===== src/rtl/decode_pkg.sv =====
// decode_pkg: opcode/funct constants, ALU control encodings and the decoded bundle type
package decode_pkg;
  localparam logic [5:0] OP_RTYPE = 6'b000000;
  localparam logic [5:0] OP_LW    = 6'b100011;
  localparam logic [5:0] OP_SW    = 6'b101011;
  localparam logic [5:0] OP_BEQ   = 6'b000100;
  localparam logic [5:0] OP_ADDI  = 6'b001000;
  localparam logic [5:0] OP_ANDI  = 6'b001100;
  localparam logic [5:0] OP_ORI   = 6'b001101;
  localparam logic [5:0] FN_ADD = 6'b100000;
  localparam logic [5:0] FN_SUB = 6'b100010;
  localparam logic [5:0] FN_AND = 6'b100100;
  localparam logic [5:0] FN_OR  = 6'b100101;
  localparam logic [5:0] FN_SLT = 6'b101010;
  localparam logic [5:0] FN_MUL = 6'b011000;
  localparam logic [5:0] FN_DIV = 6'b011010;
  typedef enum logic [3:0] {
    ALU_AND = 4'b0000,
    ALU_OR  = 4'b0001,
    ALU_ADD = 4'b0010,
    ALU_MUL = 4'b0011,
    ALU_DIV = 4'b0100,
    ALU_SUB = 4'b0110,
    ALU_SLT = 4'b0111
  } alu_ctr_e;
  // Only the raw 16-bit field is stored; widening to XLEN happens at the stage output
  localparam int IMM_W = 16;
  typedef logic [IMM_W-1:0] imm_t;
  typedef struct packed {
    logic [4:0] rs;
    logic [4:0] rt;
    logic [4:0] dst;
    logic [4:0] shamt;
    alu_ctr_e   alu_ctr;
    imm_t       imm;
    logic       sext;
    logic       alu_imm;
    logic       reg_wr;
    logic       mem_rd;
    logic       mem_wr;
    logic       branch;
    logic       illegal;
  } bundle_t;
endpackage


===== src/rtl/decode_logic.sv =====
// decode_logic: purely combinational instruction word to decoded bundle map
module decode_logic
  import decode_pkg::*;
#(
  parameter bit MULDIV_EN = 1'b1
) (
  input  logic [31:0] i_inst,
  output bundle_t     o_bundle
);
  logic [5:0] w_op;
  logic [5:0] w_fn;
  logic       w_wr;
  assign w_op = i_inst[31:26];
  assign w_fn = i_inst[5:0];
  always_comb begin
    o_bundle       = '0;
    o_bundle.rs    = i_inst[25:21];
    o_bundle.rt    = i_inst[20:16];
    o_bundle.dst   = i_inst[20:16];
    o_bundle.shamt = i_inst[10:6];
    o_bundle.imm   = i_inst[15:0];
    o_bundle.sext  = 1'b1;
    w_wr           = 1'b0;
    case (w_op)
      OP_RTYPE: begin
        o_bundle.dst = i_inst[15:11];
        case (w_fn)
          FN_ADD:  o_bundle.alu_ctr = ALU_ADD;
          FN_SUB:  o_bundle.alu_ctr = ALU_SUB;
          FN_AND:  o_bundle.alu_ctr = ALU_AND;
          FN_OR:   o_bundle.alu_ctr = ALU_OR;
          FN_SLT:  o_bundle.alu_ctr = ALU_SLT;
          FN_MUL:  if (MULDIV_EN) o_bundle.alu_ctr = ALU_MUL; else o_bundle.illegal = 1'b1;
          FN_DIV:  if (MULDIV_EN) o_bundle.alu_ctr = ALU_DIV; else o_bundle.illegal = 1'b1;
          default: o_bundle.illegal = 1'b1;
        endcase
        w_wr = !o_bundle.illegal;
      end
      OP_LW: begin
        o_bundle.alu_ctr = ALU_ADD;
        o_bundle.alu_imm = 1'b1;
        o_bundle.mem_rd  = 1'b1;
        w_wr             = 1'b1;
      end
      OP_SW: begin
        o_bundle.alu_ctr = ALU_ADD;
        o_bundle.alu_imm = 1'b1;
        o_bundle.mem_wr  = 1'b1;
      end
      OP_BEQ: begin
        o_bundle.alu_ctr = ALU_SUB;
        o_bundle.branch  = 1'b1;
      end
      OP_ADDI: begin
        o_bundle.alu_ctr = ALU_ADD;
        o_bundle.alu_imm = 1'b1;
        w_wr             = 1'b1;
      end
      OP_ANDI: begin
        o_bundle.alu_ctr = ALU_AND;
        o_bundle.alu_imm = 1'b1;
        o_bundle.sext    = 1'b0;
        w_wr             = 1'b1;
      end
      OP_ORI: begin
        o_bundle.alu_ctr = ALU_OR;
        o_bundle.alu_imm = 1'b1;
        o_bundle.sext    = 1'b0;
        w_wr             = 1'b1;
      end
      default: o_bundle.illegal = 1'b1;
    endcase
    // Writes to $0 are architecturally discarded
    o_bundle.reg_wr = w_wr && (o_bundle.dst != 5'd0);
  end
endmodule


===== src/rtl/decode_stage.sv =====
// decode_stage: registered decode with a 2-entry skid buffer, valid/ready flow control and flush
module decode_stage
  import decode_pkg::*;
#(
  parameter int XLEN      = 32,
  parameter bit MULDIV_EN = 1'b1
) (
  input  logic            clk,
  input  logic            rst_n,
  input  logic            flush,
  input  logic            inValid,
  output logic            inReady,
  input  logic [31:0]     inst,
  output logic            outValid,
  input  logic            outReady,
  output logic [4:0]      outRs,
  output logic [4:0]      outRt,
  output logic [4:0]      outDst,
  output logic [4:0]      outShamt,
  output logic [3:0]      outAluCtr,
  output logic            outAluImm,
  output logic [XLEN-1:0] outImm,
  output logic            outRegWr,
  output logic            outMemRd,
  output logic            outMemWr,
  output logic            outBranch,
  output logic            outIllegal
);
  bundle_t w_dec;
  bundle_t r_main;
  bundle_t r_skid;
  logic    r_main_valid;
  logic    r_skid_valid;
  logic    w_in_fire;
  logic    w_load;
  decode_logic #(.MULDIV_EN(MULDIV_EN)) u_decode_logic (
    .i_inst  (inst),
    .o_bundle(w_dec)
  );
  assign inReady   = !r_skid_valid;
  assign w_in_fire = inValid && inReady;
  // Main slot may be (re)loaded when it is empty or its contents leave this edge
  assign w_load    = !r_main_valid || outReady;
  always_ff @(posedge clk or negedge rst_n) begin
    if (!rst_n) begin
      r_main_valid <= 1'b0;
      r_skid_valid <= 1'b0;
      r_main       <= '0;
      r_skid       <= '0;
    end else if (flush) begin
      r_main_valid <= 1'b0;
      r_skid_valid <= 1'b0;
    end else if (w_load) begin
      r_main_valid <= r_skid_valid || w_in_fire;
      r_skid_valid <= 1'b0;
      if (r_skid_valid) r_main <= r_skid;
      else if (w_in_fire) r_main <= w_dec;
    end else if (w_in_fire) begin
      r_skid       <= w_dec;
      r_skid_valid <= 1'b1;
    end
  end
  assign outValid   = r_main_valid;
  assign outRs      = r_main.rs;
  assign outRt      = r_main.rt;
  assign outDst     = r_main.dst;
  assign outShamt   = r_main.shamt;
  assign outAluCtr  = r_main.alu_ctr;
  assign outAluImm  = r_main.alu_imm;
  assign outImm     = {{(XLEN-IMM_W){r_main.sext & r_main.imm[IMM_W-1]}}, r_main.imm};
  assign outRegWr   = r_main.reg_wr;
  assign outMemRd   = r_main.mem_rd;
  assign outMemWr   = r_main.mem_wr;
  assign outBranch  = r_main.branch;
  assign outIllegal = r_main.illegal;
endmodule


===== config.mk =====
export PLATFORM = sky130hd
export DESIGN_NAME = decode_stage
export DESIGN_NICKNAME = d
export VERILOG_FILES = /design/src/rtl/decode_pkg.sv /design/src/rtl/decode_logic.sv /design/src/rtl/decode_stage.sv
export SDC_FILE = /design/constraint.sdc
export NUM_CORES = 1
export LEC_CHECK = 0
export CAP_MARGIN = 10
export CORE_MARGIN = 2
export CORE_UTILIZATION = 54
export CTS_CLUSTER_DIAMETER = 200
export DETAILED_ROUTE_END_ITERATION = 10
export GPL_ROUTABILITY_DRIVEN = 0
export PLACE_DENSITY = 0.86
export SETUP_SLACK_MARGIN = 0.1
export SYNTH_ARGS = -nofsm -noshare
export SYNTH_HDL_FRONTEND = slang
export SYNTH_SLANG_ARGS = --single-unit

===== constraint.sdc =====
create_clock -name clk -period 4 [get_ports clk]
set_clock_uncertainty 0.2 [all_clocks]
set_input_delay 1.2 -clock clk [delete_from_list [all_inputs] [get_ports clk]]
set_output_delay 1.2 -clock clk [all_outputs]
set_load 0.02 [all_outputs]

==> reports/results.tsv <==
metric	value	unit
post-synthesis cell count	462	
Ant. Diodes	0	
met3 routed WL	595	um
WP buf/inv	1	
fraction of registers with async set/reset	100	%
vias in the first global route	3138	
Final Worst Setup Slack	0.756	ns
number of flops mapped to enable cells by yosys	0	
Psw	0.000680	W
vias per cell	5.45	
status	finished, final reports clean	
crit path DAT	3.28	ns
Seq cells post-synth	84	
sequential-to-total area share from yosys stat	49.1	%
IO Port Bufs	99	
Final Slew Violations	0	
total number of vias	3309	
grt ovf	0	
leading area contributor after synthesis	dfrtp_1	
Fmax	0.308	GHz
post_cts resized	0	
synth-to-layout area growth	21.8	%
Crit Path Max Fanout	8	
average wire per standard cell	15.6	um
Max-slew headroom	51.7	%
setup violators final	0	
max incr delay on CP	0.52	ns
Tcrit/Tclk final	81.1	%
antenna viol nets, final	0	
initial drt markers	167	
wirelength, routed	9490	um
drt pass-1 iters	5	
Critical Path Source Type	input pin	
synth top area cells	dfrtp_1 (49%), nand2_1 (11%), buf_4 (10%)	
Post-Syn Nets	499	
final non-filler cell total	607	
Clock transition at path regs	0.08	ns
Mapped Area	4280	sq um
ys flop type	dfrtp_1	
CTS Hold Bufs	0	
Seq pwr share	44.3	%
CP Class	input pin to register	
max_cap viols	0	
P_int	0.00174	W
largest net degree at the start of global routing	54	
Synth top area share	49.1	%
met2 wire length	4690	um
clk buf depth	2	
sequential cell area	2100	sq um
Synth cell types	43	
unrepaired setup endpoints after global routing	no	
Sw Share	28.1	%
top layer in use	met4	
Total Nets Final	538	
peak supply drop	221	uV
die width	93.0	um
TritonCTS clock tree	yes	
Post-Route M1 WL	3990	um
Top Ports	101	
Post-CTS Setup Inserts	0	
# DRC	0	
row count	32	
# clock sinks	84	
latest clock arrival within the worst-skew pair	0.34	ns
post-DP HPWL	6610	um
Initial Util	55.7	%
share of cells above drive strength 1	8.12	%
CP endpoint kind	register	
dpl ws	0.420	ns
utilization after layout	67.8	%
CTS Buf Count	9	
first-pass GRT wire length	15400	um
Die ar.	8650	sq um
layout filler cell count	636	
Cell Pwr Density	464	nW/um^2
Cells after DPL	592	
worst min-delay path class	register to register	
slowest stage cell, crit path	or4_4	
Synth warnings	0	
CTS root buffer	clkbuf_8	
H-tree depth	3	
Top delay family on crit path	simple AND/OR/NAND/NOR gates	
Pleak	2.31	nW
Avg Cell Area, Syn	9.26	sq um
gr usage total	22.6	%
Hold Fails Final Rpt	0	
Die Y	93.0	um
Logic pwr share	23.9	%
Final min period	3.24	ns
clock share of power	31.7	%
antenna violations before repair	0	
critical-path cell list	clkdlybuf4s50_1 -> or3_4 -> or4_4 -> mux2i_1 -> o21ai_1 -> mux2_4	
Setup TNS Final	0	ns
worst path required time	4.03	ns
worst-margin pin slew	0.724	ns
multi-input logic area	1660	sq um
core area	7690	sq um
[logic make-up after synthesis]
kind of cell	Yosys count	synth area share (%)
compound gates	83	11.0
buf+inv	81	12.4
flops	84	49.1
mux	41	10.2
other cells	1	0.0876
simple gates	172	17.1
[cell usage in the layout (no fill, tap or decap), drive strengths merged, types with 2 or more instances in the layout]
master / netlist / routed
a21oi: 12 / 12
a2bb2oi: 2 / 2
a31oi: 2 / 2
and3: 3 / 3
buf: 62 / 9
bufinv: 0 / 4
clkbuf: 17 / 10
clkdlybuf4s50: 0 / 98
dfrtp: 84 / 84
inv: 2 / 2
mux2: 7 / 7
mux2i: 34 / 34
nand2: 130 / 130
nand2b: 5 / 5
nand3: 4 / 4
nor2: 11 / 11
nor2b: 3 / 3
nor3: 6 / 6
nor4b: 2 / 2
o21a: 2 / 2
o21ai: 53 / 53
o31ai: 4 / 4
or3: 2 / 2
[path summary, 6_finish.rpt]
kind	end	slack (ns)	start	cells past startpoint
min	r_skid[23]	0.28	r_skid[23]	2
min reg2reg	r_skid[23]	0.28	r_skid[23]	2
max	outDst[1]	0.76	inst[30]	6
max reg2reg	outRs[0]	1.19	r_skid_valid	5
min in group asynchronous	outImm[10]	0.63	rst_n	1
max in group asynchronous	r_skid[39]	2.25	rst_n	2
[tightest hold or removal path: cells and delay by family (launching register included)]
kind | cells | cell delay [ns]
and+or+nand+nor | 1 | 0.05
AOI/OAI and AO/OA | 1 | 0.06
DFF | 1 | 0.34
[cell type report]
type	count	share of cell area, %
Clock inverter	5	2.40
Multi-Input combinational cell	297	31.8
Inverter	2	0.144
Sequential cell	84	40.4
Clock buffer	10	2.45
Timing Repair Buffer	107	20.4
Tap cell	102	2.45
[power groups by stage]
stage	clock network [W]	registers, W	logic [W]
after global routing	0.000806	0.00109	0.000632
final	0.000768	0.00107	0.000579
after floorplan	0	0.00107	0.000408
after global placement	0	0.00108	0.000562
after detailed placement	0	0.00109	0.000581
after CTS	0.000770	0.00107	0.000586
[synth_stat cells, types with 2 or more instances]
| cell | number |
|---|---|
| nor3_1 | 6 |
| clkbuf_1 | 16 |
| o21ai_1 | 5 |
| a31oi_1 | 2 |
| nand3_1 | 4 |
| nor4b_1 | 2 |
| nand2_1 | 130 |
| nor2b_1 | 3 |
| o21a_1 | 2 |
| o21ai_0 | 48 |
| mux2_4 | 5 |
| mux2i_1 | 34 |
| a21oi_1 | 12 |
| nand2b_1 | 5 |
| buf_1 | 3 |
| and3_1 | 3 |
| dfrtp_1 | 84 |
| a2bb2oi_1 | 2 |
| mux2_2 | 2 |
| nor2_1 | 11 |
| o31ai_1 | 4 |
| buf_4 | 58 |
[flip-flops by register name, summed over array words and instances (netlist names), 3 cells and up]
signal	count
outDst	5
outRs	5
r_skid	41
outImm	12
outRt	5
outAluCtr	3
outShamt	4
[routing by layer]
metal	track usage, %	vias to the layer above
met1	29.5	1565
met4	7.84	0
li1	-	1569
met2	38.8	153
met5	0	-
met3	3.46	22
[per-stage QoR]
step	total power [W]	hold WS, ns	area (sq um)
after global routing	0.00253	0.302	5210
after global placement	0.00164	0.255	4960
after floorplan	0.00148	0.242	4280
after CTS	0.00243	0.281	5210
final	0.00242	0.280	5210
after detailed placement	0.00167	0.262	4960
(Power assumes the default switching activity.)
